`src/rtl/display_adapter_pkg.sv`:
```
// Shared definitions for the display adapter: default geometry, the
// per-bank state encoding and a small debug view of the ping-pong controller.
package display_adapter_pkg;

    localparam int DEFAULT_DEPTH = 10000;
    localparam int DEFAULT_AW    = 20;

    // Lifecycle of one frame bank.
    typedef enum logic [1:0] {
        BANK_EMPTY    = 2'd0,
        BANK_FILLING  = 2'd1,
        BANK_FULL     = 2'd2,
        BANK_DRAINING = 2'd3
    } bank_state_t;

    // Snapshot of the controller FSM: both bank states and both bank pointers.
    typedef struct packed {
        bank_state_t bank1;
        bank_state_t bank0;
        logic        wbank;
        logic        rbank;
    } debug_t;

    // A bank accepts pixels while it is not holding a complete frame.
    function automatic logic is_writable(input bank_state_t s);
        return (s == BANK_EMPTY) || (s == BANK_FILLING);
    endfunction

    // A bank can be read once it holds a complete frame.
    function automatic logic is_readable(input bank_state_t s);
        return (s == BANK_FULL) || (s == BANK_DRAINING);
    endfunction

endpackage

```
`src/rtl/pixel_addr_cnt.sv`:
```
// Pixel address counter: advances on enable, wraps to zero after DEPTH-1,
// and flags the last address of a frame so the owner can close the bank.
module pixel_addr_cnt
    import display_adapter_pkg::*;
#(
    parameter int DEPTH = DEFAULT_DEPTH,
    parameter int AW    = DEFAULT_AW
) (
    input  logic          clk,
    input  logic          reset,
    input  logic          en,
    output logic [AW-1:0] count,
    output logic          last
);

    localparam logic [AW-1:0] LAST_VALUE = AW'(DEPTH - 1);

    assign last = (count == LAST_VALUE);

    // Count enabled transfers; the value never exceeds DEPTH-1.
    always_ff @(posedge clk) begin
        if (reset) begin
            count <= '0;
        end else if (en) begin
            count <= last ? '0 : count + AW'(1);
        end
    end

endmodule

```
`src/rtl/pingpong_buf_ctrl.sv`:
```
// Ping-pong frame buffer controller. A source fills one bank while the
// display drains the other; banks swap roles at frame boundaries.
//
// Handshakes: the write side transfers a pixel in every cycle where
// wr_valid && wr_ready are both high; wr_valid may be held across stalls.
// The read side has no back-pressure: rd_req is either serviced in its own
// cycle (readable bank available) or dropped and recorded in underflow.
module pingpong_buf_ctrl
    import display_adapter_pkg::*;
#(
    parameter int DEPTH = DEFAULT_DEPTH,
    parameter int AW    = DEFAULT_AW
) (
    input  logic          clk,
    input  logic          reset,
    input  logic          wr_valid,
    input  logic [31:0]   wr_data,
    output logic          wr_ready,
    output logic [1:0]    buf_we,
    output logic [AW-1:0] buf_waddr,
    output logic [31:0]   buf_wdata,
    input  logic          rd_req,
    output logic [1:0]    buf_re,
    output logic [AW-1:0] buf_raddr,
    output logic          rd_valid,
    output logic          rd_bank,
    output logic [1:0]    bank_full,
    output logic          frame_done,
    output logic          underflow,
    output debug_t        debug
);

    bank_state_t   bank_state [2];
    bank_state_t   state_next [2];
    logic          wbank;
    logic          rbank;
    logic          wbank_next;
    logic          rbank_next;
    logic [AW-1:0] wptr;
    logic [AW-1:0] rptr;
    logic          wlast;
    logic          rlast;
    logic          wr_accept;
    logic          rd_ok;
    logic          rd_service;

    assign wr_accept  = wr_valid && wr_ready;
    assign rd_ok      = is_readable(bank_state[rbank]);
    assign rd_service = rd_req && rd_ok;

    pixel_addr_cnt #(.DEPTH(DEPTH), .AW(AW)) u_wr_cnt (
        .clk   (clk),
        .reset (reset),
        .en    (wr_accept),
        .count (wptr),
        .last  (wlast)
    );

    pixel_addr_cnt #(.DEPTH(DEPTH), .AW(AW)) u_rd_cnt (
        .clk   (clk),
        .reset (reset),
        .en    (rd_service),
        .count (rptr),
        .last  (rlast)
    );

    // Next bank states and pointers; a write and a read never target the
    // same bank because a bank is either writable or readable, never both.
    always_comb begin
        for (int n = 0; n < 2; n++) begin
            state_next[n] = bank_state[n];
            if (wr_accept && (wbank == 1'(n))) begin
                state_next[n] = wlast ? BANK_FULL : BANK_FILLING;
            end
            if (rd_service && (rbank == 1'(n))) begin
                state_next[n] = rlast ? BANK_EMPTY : BANK_DRAINING;
            end
        end
        wbank_next = (wr_accept && wlast) ? ~wbank : wbank;
        rbank_next = (rd_service && rlast) ? ~rbank : rbank;
    end

    // Bank FSM and pointers; wr_ready is registered from the next state so it
    // stays low through reset and rises one cycle after reset is released.
    always_ff @(posedge clk) begin
        if (reset) begin
            bank_state[0] <= BANK_EMPTY;
            bank_state[1] <= BANK_EMPTY;
            wbank         <= 1'b0;
            rbank         <= 1'b0;
            wr_ready      <= 1'b0;
        end else begin
            bank_state[0] <= state_next[0];
            bank_state[1] <= state_next[1];
            wbank         <= wbank_next;
            rbank         <= rbank_next;
            wr_ready      <= is_writable(state_next[wbank_next]);
        end
    end

    // Registered bank-port drive, read-valid pipeline and status flags.
    always_ff @(posedge clk) begin
        if (reset) begin
            buf_we     <= '0;
            buf_waddr  <= '0;
            buf_wdata  <= '0;
            buf_re     <= '0;
            buf_raddr  <= '0;
            rd_valid   <= 1'b0;
            rd_bank    <= 1'b0;
            frame_done <= 1'b0;
            underflow  <= 1'b0;
        end else begin
            buf_we <= wr_accept ? (wbank ? 2'b10 : 2'b01) : 2'b00;
            if (wr_accept) begin
                buf_waddr <= wptr;
                buf_wdata <= wr_data;
            end
            buf_re <= rd_service ? (rbank ? 2'b10 : 2'b01) : 2'b00;
            if (rd_service) begin
                buf_raddr <= rptr;
            end
            // Bank RAM returns data one cycle after buf_re.
            rd_valid   <= |buf_re;
            rd_bank    <= buf_re[1];
            frame_done <= rd_service && rlast;
            underflow  <= underflow || (rd_req && !rd_ok);
        end
    end

    assign bank_full[0] = is_readable(bank_state[0]);
    assign bank_full[1] = is_readable(bank_state[1]);

    assign debug = '{bank1: bank_state[1], bank0: bank_state[0],
                     wbank: wbank, rbank: rbank};

endmodule

```
`config.mk`:
```
export PLATFORM = sky130hd
export DESIGN_NAME = pingpong_buf_ctrl
export DESIGN_NICKNAME = d
export VERILOG_FILES = /design/src/rtl/display_adapter_pkg.sv /design/src/rtl/pixel_addr_cnt.sv /design/src/rtl/pingpong_buf_ctrl.sv
export SDC_FILE = /design/constraint.sdc
export NUM_CORES = 1
export LEC_CHECK = 0
export CORE_MARGIN = 8
export CORE_UTILIZATION = 35
export DETAILED_ROUTE_END_ITERATION = 8
export REMOVE_ABC_BUFFERS = 1
export SYNTH_ARGS = -nofsm -noshare
export SYNTH_HDL_FRONTEND = slang
export SYNTH_SLANG_ARGS = --single-unit
```
`constraint.sdc`:
```
create_clock -name clk -period 2.4 [get_ports clk]
set_input_delay 0.72 -clock clk [delete_from_list [all_inputs] [get_ports clk]]
set_output_delay 0.72 -clock clk [all_outputs]
set_load 0.1 [all_outputs]
```
* Yosys cells after proc, flatten, opt, wreduce, memory -nomap -nowiden
Memories as Yosys holds them, arrays and structs flattened. A register that Yosys moved wholly into a read port is not among the register bits.
Cells that the tools add are included.
** Cells by class
- Add/sub/neg operators :: 2
- Eq/ne operators :: 9
- $lt $le $gt $ge :: 1
- Reductions and logical operators :: 19
- Multiplexer cells :: 21
- Bitwise logic cells :: 7
** Operators by type and width (count)
- 20-bit by 1-bit adder with 20-bit output (second input constant) :: 2
- 20-bit by 14-bit == test with 1-bit output (second input constant) :: 2
- 20-bit 2-to-1 mux :: 2
- 2-bit 2-to-1 mux :: 13
- 2-bit == test (second input constant) :: 6
- 1-bit logical AND :: 9
- 1-bit 2-to-1 mux :: 6
- 2-bit OR reduction :: 3
- 1-bit logical OR :: 5
- 1-bit NOT :: 4
- 2-bit by 1-bit == test with 1-bit output (second input constant) :: 1
- 2-bit greater-or-equal comparator (second input constant) :: 1
- 2-bit zero test :: 1
- 1-bit NOT with 2-bit output :: 1
- 1-bit OR :: 2
- 1-bit zero test :: 1
** Word-level totals
- Bits in registers :: 123
- Memories kept :: 1
- Word-level logic and storage cells :: 74
- Memory bits (writable) :: 4
** Memory list
- bank_state :: depth 2, bits a word 2, rd ports 3, clocked after Yosys merged registers in 1, wr ports 2, RTL line pingpong_buf_ctrl.sv:33 : bank_state_t bank_state [2];

* Depth between registers and ports, before layout
Gate-level depths: netlist of run 1.
- Word-level depth :: 10
- Gate-level depth with buffers :: 9
- Depth with buffers taken out :: 7

* Cells and area by module
A second synthesis of run 1 with hierarchy kept.
** Unflattened totals
- Cells, all modules :: 632
- Area total of the unflattened synthesis :: 5196.2 µm²
** Modules (own cells, without submodules)
- pingpong_buf_ctrl :: cells an instance 386, area each 3186.8 µm², times used 1
- pixel_addr_cnt :: cells an instance 123, area each 1004.7 µm², times used 2

* Worst setup path before layout of run 1
Ideal clock, no wire load.
- Path type :: register -> output
- From :: reg with a tool-made name
- To :: out bank_full[1]
- Path buffers :: 1
- Data required time :: 1680 ps
- Cell stages (with the launch flop) :: 2
- Slack :: -244 ps
- Arrival :: 1924 ps
- Cell sequence :: dfxtp_1 -> clkbuf_1
** RTL lines
- end, declared :: RTL line pingpong_buf_ctrl.sv:27 : output logic [1:0] bank_full,

* Worst setup path in the final report of run 1
- From :: reg u_rd_cnt.count[0]
- To :: reg wr_ready
** On the way
- Word-level cells in the longest chain between the ends :: 8
- Elaborated cells on any way between the ends :: 10
- Those cells by class :: 2 x eq/ne; 6 x mux; 2 x reduce/logical
** Ends and longest elaborated chain
- start, declared :: RTL line pixel_addr_cnt.sv:12 : output logic [AW-1:0] count,
- start signal, assigned :: RTL line pixel_addr_cnt.sv:25 : count <= last ? '0 : count + AW'(1);
- 20-bit by 14-bit == test with 1-bit output (*) :: RTL line pixel_addr_cnt.sv:18 : assign last = (count == LAST_VALUE);
- 2-bit 2-to-1 mux (*) :: RTL line pingpong_buf_ctrl.sv:76 : state_next[n] = rlast ? BANK_EMPTY : BANK_DRAINING;
- 2-bit 2-to-1 mux :: RTL line pingpong_buf_ctrl.sv:75 : if (rd_service && (rbank == 1'(n))) begin
- 2-bit 2-to-1 mux (implied by the code) (*) (3 in a row) :: RTL line pingpong_buf_ctrl.sv:97 : wr_ready <= is_writable(state_next[wbank_next]);
- 2-bit by 1-bit == test with 1-bit output / 2-bit zero test (equally long branches) :: RTL line display_adapter_pkg.sv:26 : return (s == BANK_EMPTY) || (s == BANK_FILLING);
- 1-bit logical OR (*) :: RTL line display_adapter_pkg.sv:26
- end signal, assigned :: RTL line pingpong_buf_ctrl.sv:97
- end, declared :: RTL line pingpong_buf_ctrl.sv:18 : output logic wr_ready,
Every way passes the cells marked *; elsewhere a longest branch is shown, timed or not. The select of a mux whose other input is x is not followed.
A chain may end at the register's enable or synchronous reset.

==> Flow_metrics.wiki, run 1 <==
{| class="wikitable"
! Metric !! Value
|-
| Result of the run || finished, final reports clean
|-
| Synth warnings || 0
|-
| Portion of netlist area occupied by mux cells || 0.497%
|-
| Total Power || between 5000 and 6000 uW
|-
| Port Buf Inserts || around 120
|-
| Cell type contributing the most total cell area after synthesis || sky130_fd_sc_hd__dfxtp_1
|-
| Insertion delay to the later sink of the worst-skew pair || 0.42 ns
|-
| R2R setup slack || ~0.33 ns
|-
| Count of flip-flops with a built-in enable after synthesis || 0
|-
| Clk_skew || just under 0.009 ns
|-
| Critical path launch point || u_rd_cnt.count[0]
|-
| IR Drop Worst-Case VDD || roughly 0.43 mV
|-
| Number of resized instances in the post-cts repair step || 0
|-
| Number of search-and-repair iterations in the first detailed-routing pass || 4
|-
| Area delta synth->final || 39.4%
|-
| Number of max-cap violations || 0
|-
| Wire length of the first global-routing pass || roughly 22,000 microns
|-
| Total die area || ~18,000 sq um
|-
| Post-route DRC || 0
|-
| Post-route non-filler standard cell count || around 940
|-
| FF+latch area || about 2600 sq um
|-
| Detail Route Antenna Nets || 0
|-
| Area of the multi-input gates || 2280 sq um
|-
| Vertical extent of the die || between 100 and 150 microns
|-
| Simple-Gate Fraction of Synth Area || between 20 and 30%
|-
| Path category of the worst min-delay check || register to register
|-
| Leakage power total || between 0.002 and 0.003 uW
|-
| Unrepaired setup endpoints after global routing || false
|-
| Number of slew-limit violations in the final report || 0
|-
| Post-detailed-route wirelength per cell || ~14 microns
|-
| Maximum single-stage delay on the critical path || between 0.4 and 0.5 ns
|-
| Ranking of synthesized cells by area || sky130_fd_sc_hd__dfxtp_1 (51%), sky130_fd_sc_hd__nand2_1 (13%), sky130_fd_sc_hd__a21oi_1 (8.3%)
|-
| Cell with the largest stage delay on the worst path || sky130_fd_sc_hd__dfxtp_1
|-
| Hold Violations, Final || 0
|-
| Fill cells || roughly 1,400
|-
| Largest net degree at the start of global routing || 58
|-
| Main combinational cell family by area after synthesis || simple AND/OR/NAND/NOR gates
|-
| Overall global routing resource usage || approximately 15%
|-
| Detailed Place HPWL || about 9400 microns
|-
| Worst Setup End Kind || register
|-
| Max_slew headroom || between 60 and 70%
|-
| Number of cells on the worst hold path || 2
|-
| Fraction of the yosys area taken by sequential cells || between 50% and 60%
|-
| Number of vias after detailed routing || 4,529
|-
| Count of clock tree sinks || ~130
|-
| IO Pins || 125
|-
| Horizontal die dimension || ~140 microns
|-
| Fin nets || slightly below 800
|-
| Critical path fanouts, max || 6
|-
| Kind of start point of the critical path || register
|-
| Post-synthesis share of cell area spent on xor and xnor gates || 6.26%
|-
| Detail-routed via count per cell || ~4.8
|-
| Area share of the largest cell type after synthesis || around 51%
|-
| Standard-cell rows || between 40 and 50
|-
| CP Buf/Inv Count || 0
|-
| Synth Area in Adders || less than 1%
|-
| WP depth || 7
|-
| Timing-limited maximum frequency || roughly 480 MHz
|-
| Area inside the core boundary || 14,300 sq um
|-
| Worst Hold Launch || buf_wdata[27]
|-
| Beginning of the worst register-to-register path || u_rd_cnt.count[0]
|-
| Placed instance count || between 900 and 1,000
|-
| Final Cycle Share || between 80% and 90%
|-
| # setup viols final || 0
|-
| Post-placement cell area || 6350 sq um
|-
| Iter 0 DRT Violations || 232
|-
| Number of global-route vias before repair || approximately 4,400
|-
| Arrival time of the worst setup path || about 2.4 ns
|-
| Flops & latches, synth || 128
|-
| Final wirelength || around 13,000 microns
|-
| Cell-by-cell trace of the critical path || ha_1, and3_1, nand2_1, a2111oi_2, nor2_1, o211a_1, nor4_2
|-
| Share of layout cells above drive strength 1 || a little over a fifth
|-
| Root Buffer Master || sky130_fd_sc_hd__clkbuf_16
|-
| Number of antenna violations at the first check in global routing || 0
|-
| Cell area after technology mapping || about 5000 sq um
|-
| Flip-flop cell with the highest count after synthesis || sky130_fd_sc_hd__dfxtp_1
|-
| Number of clock buffers inserted by TritonCTS || 17
|-
| CP required || ~2.7 ns
|-
| Tmin final || 2.07 ns
|-
| Post-synthesis compound-gate area fraction || about a tenth
|-
| CTS tree || done
|-
| End-of-flow core utilization || around 49%
|-
| Length in cells of the worst reg-to-reg path || 7
|-
| CTS HTree Levels || 4
|-
| Post-CTS Hold Fix Bufs || 0
|-
| Power Dens Cells || slightly below 800 nW/um^2
|-
| Aggregate global routing overflow || 0
|-
| Post-route cell area || around 7000 sq um
|-
| Diode count || 0
|-
| Post-CTS setup buffer count || 0
|-
| Classification of the worst setup path || register to register
|-
| Mapped Cells || about 620
|-
| Transition time at the pin with the least slew margin || 0.494 ns
|-
| Count of distinct cell types in the synthesized netlist || 48
|-
| Clock slew at the register clock pins of the worst setup and hold paths || about 0.050 ns
|-
| Post-synthesis async set-or-reset flop share || 0%
|-
| Maximum buffer depth of the clock tree || 2
|-
| Crit-path leading delay family || simple AND/OR/NAND/NOR gates
|-
| RD Place Congestion || 0.887
|-
| Syn Area/Cell || around 8.1 sq um
|-
| Initial Util || 35.2%
|}
per-stage QoR:
step                setup WS (ns)  hold WS [ns]  TNS [ns]
global placement           0.0150         0.442         0
CTS                         0.350         0.455         0
detailed placement        -0.0167         0.447   -0.0167
global route                0.109         0.473         0
floorplan                  -0.836         0.451    -45.34
finish                      0.332         0.453         0
tightest hold or removal path: stages (launching register included):
cell and delay (ns):
sky130_fd_sc_hd__dfxtp_1 0.30, sky130_fd_sc_hd__nand2_1 0.05, sky130_fd_sc_hd__a21oi_1 0.05
synthesized netlist by cell type (2+ instances only):
| cell type | n |
|---|---|
| sky130_fd_sc_hd__buf_4 | 3 |
| sky130_fd_sc_hd__dfxtp_1 | 128 |
| sky130_fd_sc_hd__inv_1 | 4 |
| sky130_fd_sc_hd__nor4b_1 | 4 |
| sky130_fd_sc_hd__or2_1 | 3 |
| sky130_fd_sc_hd__nor4_1 | 6 |
| sky130_fd_sc_hd__buf_1 | 6 |
| sky130_fd_sc_hd__or3_1 | 6 |
| sky130_fd_sc_hd__xnor2_1 | 16 |
| sky130_fd_sc_hd__nor2b_1 | 4 |
| sky130_fd_sc_hd__nand4_1 | 10 |
| sky130_fd_sc_hd__ha_1 | 2 |
| sky130_fd_sc_hd__clkbuf_1 | 28 |
| sky130_fd_sc_hd__nand2_1 | 172 |
| sky130_fd_sc_hd__nor4_2 | 2 |
| sky130_fd_sc_hd__and4_1 | 2 |
| sky130_fd_sc_hd__o211ai_1 | 2 |
| sky130_fd_sc_hd__and3_1 | 5 |
| sky130_fd_sc_hd__and2_1 | 3 |
| sky130_fd_sc_hd__buf_2 | 4 |
| sky130_fd_sc_hd__nand2b_1 | 2 |
| sky130_fd_sc_hd__o21ai_0 | 5 |
| sky130_fd_sc_hd__xor2_1 | 20 |
| sky130_fd_sc_hd__nand3_1 | 10 |
| sky130_fd_sc_hd__nor2_1 | 59 |
| sky130_fd_sc_hd__a21oi_1 | 83 |
| sky130_fd_sc_hd__nor3_1 | 7 |
| sky130_fd_sc_hd__nor2_2 | 2 |
kinds of logic after synthesis:
group	count (synthesis)
xor gates and xnor gates	36
muxes	2
AOI/OAI and AO/OA	97
and+or+nand+nor	307
DFF	128
buffers and inverters	46
adders and majority gates	2
worst paths after layout:
check | endpoint
setup reg to reg | wr_ready
hold / removal | buf_wdata[27]
setup / recovery | wr_ready
hold reg to reg | buf_wdata[27]
cell type report:
cell class | count | area share [%]
Sequential cell | 128 | 36.5
Multi-Input combinational cell | 444 | 32.5
Timing Repair Buffer | 149 | 18.0
Clock buffer | 23 | 6.95
Tap cell | 184 | 3.28
Clock inverter | 9 | 2.53
Inverter | 4 | 0.214
flip-flops by register name, indices dropped and copies added, names as in the netlist, named ones only:
signal	flops
rbank	1
buf_we	2
rd_bank	1
buf_waddr	20
u_wr_cnt.count	20
underflow	1
buf_wdata	32
buf_raddr	20
frame_done	1
wbank	1
u_rd_cnt.count	20
rd_valid	1
wr_ready	1
buf_re	2
routing by layer:
layer / part of all wire, % / track usage (%) / vias to the layer above / wire length, microns
li1: - / - / 2296 / -
met1: 45 / 17.7 / 2082 / 5940
met2: 46 / 22.7 / 134 / 6120
met3: 7.5 / 5.47 / 17 / 986
met4: 1.4 / 5.67 / 0 / 188
met5: 0 / 0 / - / 0
where the power goes:
group          internal [uW]  switching, uW  leakage (uW)
registers               2160           18.0       0.00104
clock network           1950            909      0.000327
logic                    126            321       0.00135
total                   4240           1250       0.00271
cell usage in the layout (no fill, tap or decap), drive strengths merged, types with 5 or more instances in the layout:
cell type | netlist | routed
xor2 | 20 | 20
clkdlybuf4s50 | 0 | 34
nor3 | 7 | 7
nor4b | 5 | 5
xnor2 | 16 | 16
nor2 | 61 | 61
nand4 | 11 | 11
and3 | 6 | 6
clkbuf | 28 | 23
or3 | 6 | 6
bufinv | 0 | 5
dfxtp | 128 | 128
nor4 | 8 | 8
a21oi | 83 | 83
nand3 | 11 | 11
o21ai | 5 | 5
nand2 | 172 | 172
buf | 14 | 115
(Power assumes the default switching activity.)
==> run 2, diff against run 1 <==
- PLACE_DENSITY: default -> 0.67
==> run 2 against run 1 <==
Against the previous run: clock skew fell by 0.0020 ns; global-route usage rose by 0.21 points; final cell count did not move; largest power group unchanged; die area did not move; non-clock buffer count did not move; flip-flop and latch count did not move; critical endpoint unchanged.
==> Flow_metrics.wiki, run 2 (synthesis gave the netlist of run 1 again) <==
{| class="wikitable"
! Metric !! Value
|-
| Result of the run || finished, final reports clean
|-
| Initial Util || a little over a third
|-
| Number of slew-limit violations in the final report || 0
|-
| RD Place Congestion || ~0.86
|-
| Number of search-and-repair iterations in the first detailed-routing pass || 4
|-
| Total Power || ~5300 uW
|-
| Detail-routed via count per cell || 4.81
|-
| Power Dens Cells || about 770 nW/um^2
|-
| Post-route cell area || roughly 7000 sq um
|-
| Fill cells || ~1,300
|-
| CP required || roughly 2.7 ns
|-
| Post-placement cell area || 6340 sq um
|-
| Cell with the largest stage delay on the worst path || sky130_fd_sc_hd__dfxtp_1
|-
| Detail Route Antenna Nets || 0
|-
| Aggregate global routing overflow || 0
|-
| IO Pins || ~130
|-
| Number of clock buffers inserted by TritonCTS || 17
|-
| WP depth || 7
|-
| Horizontal die dimension || 136 microns
|-
| Final Cycle Share || between 80% and 90%
|-
| Number of resized instances in the post-cts repair step || 0
|-
| Post-detailed-route wirelength per cell || around 14 microns
|-
| Share of layout cells above drive strength 1 || a little over a fifth
|-
| Diode count || 0
|-
| Post-CTS setup buffer count || 0
|-
| FF+latch area || about 2600 sq um
|-
| Number of vias after detailed routing || 4,528
|-
| Maximum buffer depth of the clock tree || 2
|-
| Port Buf Inserts || 124
|-
| Clock slew at the register clock pins of the worst setup and hold paths || 0.06 ns
|-
| End-of-flow core utilization || 48.7%
|-
| Worst Setup End Kind || register
|-
| Clk_skew || between 0.006 and 0.007 ns
|-
| Number of antenna violations at the first check in global routing || 0
|-
| Leakage power total || approximately 0.0027 uW
|-
| Unrepaired setup endpoints after global routing || false
|-
| Max_slew headroom || between 60% and 70%
|-
| Global routing met3 resource utilization || between 5 and 6%
|-
| Area inside the core boundary || 14,300 sq um
|-
| # setup viols final || 0
|-
| Setup slack after layout || approximately 0.36 ns
|-
| Final wirelength || ~13,000 microns
|-
| Tmin final || ~2.0 ns
|-
| Number of global-route vias before repair || between 4,000 and 5,000
|-
| Commonest non-fill, non-tap cell in the layout || sky130_fd_sc_hd__nand2_1
|-
| Arrival time of the worst setup path || between 2 and 2.5 ns
|-
| Post-CTS Hold Fix Bufs || 0
|-
| Vertical extent of the die || about 140 microns
|-
| Wire length of the first global-routing pass || ~22,000 microns
|-
| Post-route DRC || 0
|-
| Insertion delay to the later sink of the worst-skew pair || approximately 0.42 ns
|-
| Transition time at the pin with the least slew margin || 0.465 ns
|-
| Largest reg by FF count || buf_wdata
|-
| Crit-path leading delay family || simple AND/OR/NAND/NOR gates
|-
| Most crowded layer after global routing || met2
|-
| Root Buffer Master || sky130_fd_sc_hd__clkbuf_16
|-
| Standard-cell rows || 44
|-
| Worst slack, placed || about 0.0017 ns
|-
| CP Buf/Inv Count || 0
|-
| Met1 Use GR || roughly 17%
|-
| Timing-limited maximum frequency || between 400 and 500 MHz
|-
| Largest net degree at the start of global routing || between 50 and 60
|-
| Detailed Place HPWL || ~9600 microns
|-
| Overall global routing resource usage || roughly 15%
|-
| Classification of the worst setup path || register to register
|-
| Critical path fanouts, max || 6
|-
| Hold Violations, Final || 0
|-
| Max reg flops || 32
|-
| Grt met2 use || ~24%
|-
| Sum Neg Setup Slack || 0 ns
|-
| CTS HTree Levels || 4
|-
| Commonest non-fill, non-tap cells in the layout || sky130_fd_sc_hd__nand2_1 (171), sky130_fd_sc_hd__dfxtp_1 (128), sky130_fd_sc_hd__buf_4 (110)
|-
| Number of cells on the worst hold path || 2
|-
| Total die area || 18,500 sq um
|-
| Path category of the worst min-delay check || register to register
|-
| CTS tree || done
|-
| Iter 0 DRT Violations || roughly 260
|-
| Area delta synth->final || 38.5%
|-
| Fin nets || around 800
|-
| Maximum single-stage delay on the critical path || between 0.4 and 0.5 ns
|-
| Number of max-cap violations || 0
|-
| IR Drop Worst-Case VDD || about 0.42 mV
|-
| Count of clock tree sinks || around 130
|-
| Area of the multi-input gates || roughly 2300 sq um
|-
| Cell-by-cell trace of the critical path || ha_1, and3_1, nand2_1, a2111oi_2, nor2_1, o211a_1, nor4_2
|-
| Kind of start point of the critical path || register
|-
| Length in cells of the worst reg-to-reg path || 7
|}
-- run 2: cell types whose count changed in the layout (fill, tap and decap cells not counted) --
cell / change
sky130_fd_sc_hd__clkinvlp_4: +1
sky130_fd_sc_hd__buf_12: -1
sky130_fd_sc_hd__clkbuf_1: +1
sky130_fd_sc_hd__buf_2: +1
sky130_fd_sc_hd__bufinv_16: -1
sky130_fd_sc_hd__clkbuf_8: -1
-- run 2: worst paths after layout --
check                    start            end  slack (ns)
max          u_rd_cnt.count[0]       wr_ready        0.36
min reg2reg      buf_wdata[23]  buf_wdata[23]        0.45
min              buf_wdata[23]  buf_wdata[23]        0.45
max reg2reg  u_rd_cnt.count[0]       wr_ready        0.36
-- run 2: power breakdown --
part / total, uW / internal (uW) / switching [uW]
Sequential: 2180 / 2160 / 17.6
Clock: 2720 / 1820 / 904
Combinational: 445 / 125 / 320
Total: 5340 / 4100 / 1240
-- run 2: metrics by stage --
step	cells	hold slack [ns]
after floorplan	576	0.451
after global placement	909	0.443
after detailed placement	909	0.449
after CTS	941	0.456
after global routing	941	0.472
final	941	0.453
-- run 2: worst min-delay path, stage by stage, from the launching register on --
cell and delay [ns]:
sky130_fd_sc_hd__dfxtp_1 0.30, sky130_fd_sc_hd__nand2_1 0.05, sky130_fd_sc_hd__a21oi_1 0.05
-- run 2: area by class of cell --
cell class                 count  share of cell area [%]
sequential                   128                    36.8
multi-input combinational    444                    32.7
timing repair buffer         149                    17.9
clock buffer                  23                    6.86
tap                          184                    3.30
clock inverter                 9                    2.23
inverter                       4                   0.215
-- run 2: per-layer routing --
metal,wire length [microns],up-vias
met3,1090,17
met4,199,0
met5,0,-
met2,6150,140
met1,5760,2076
li1,-,2295
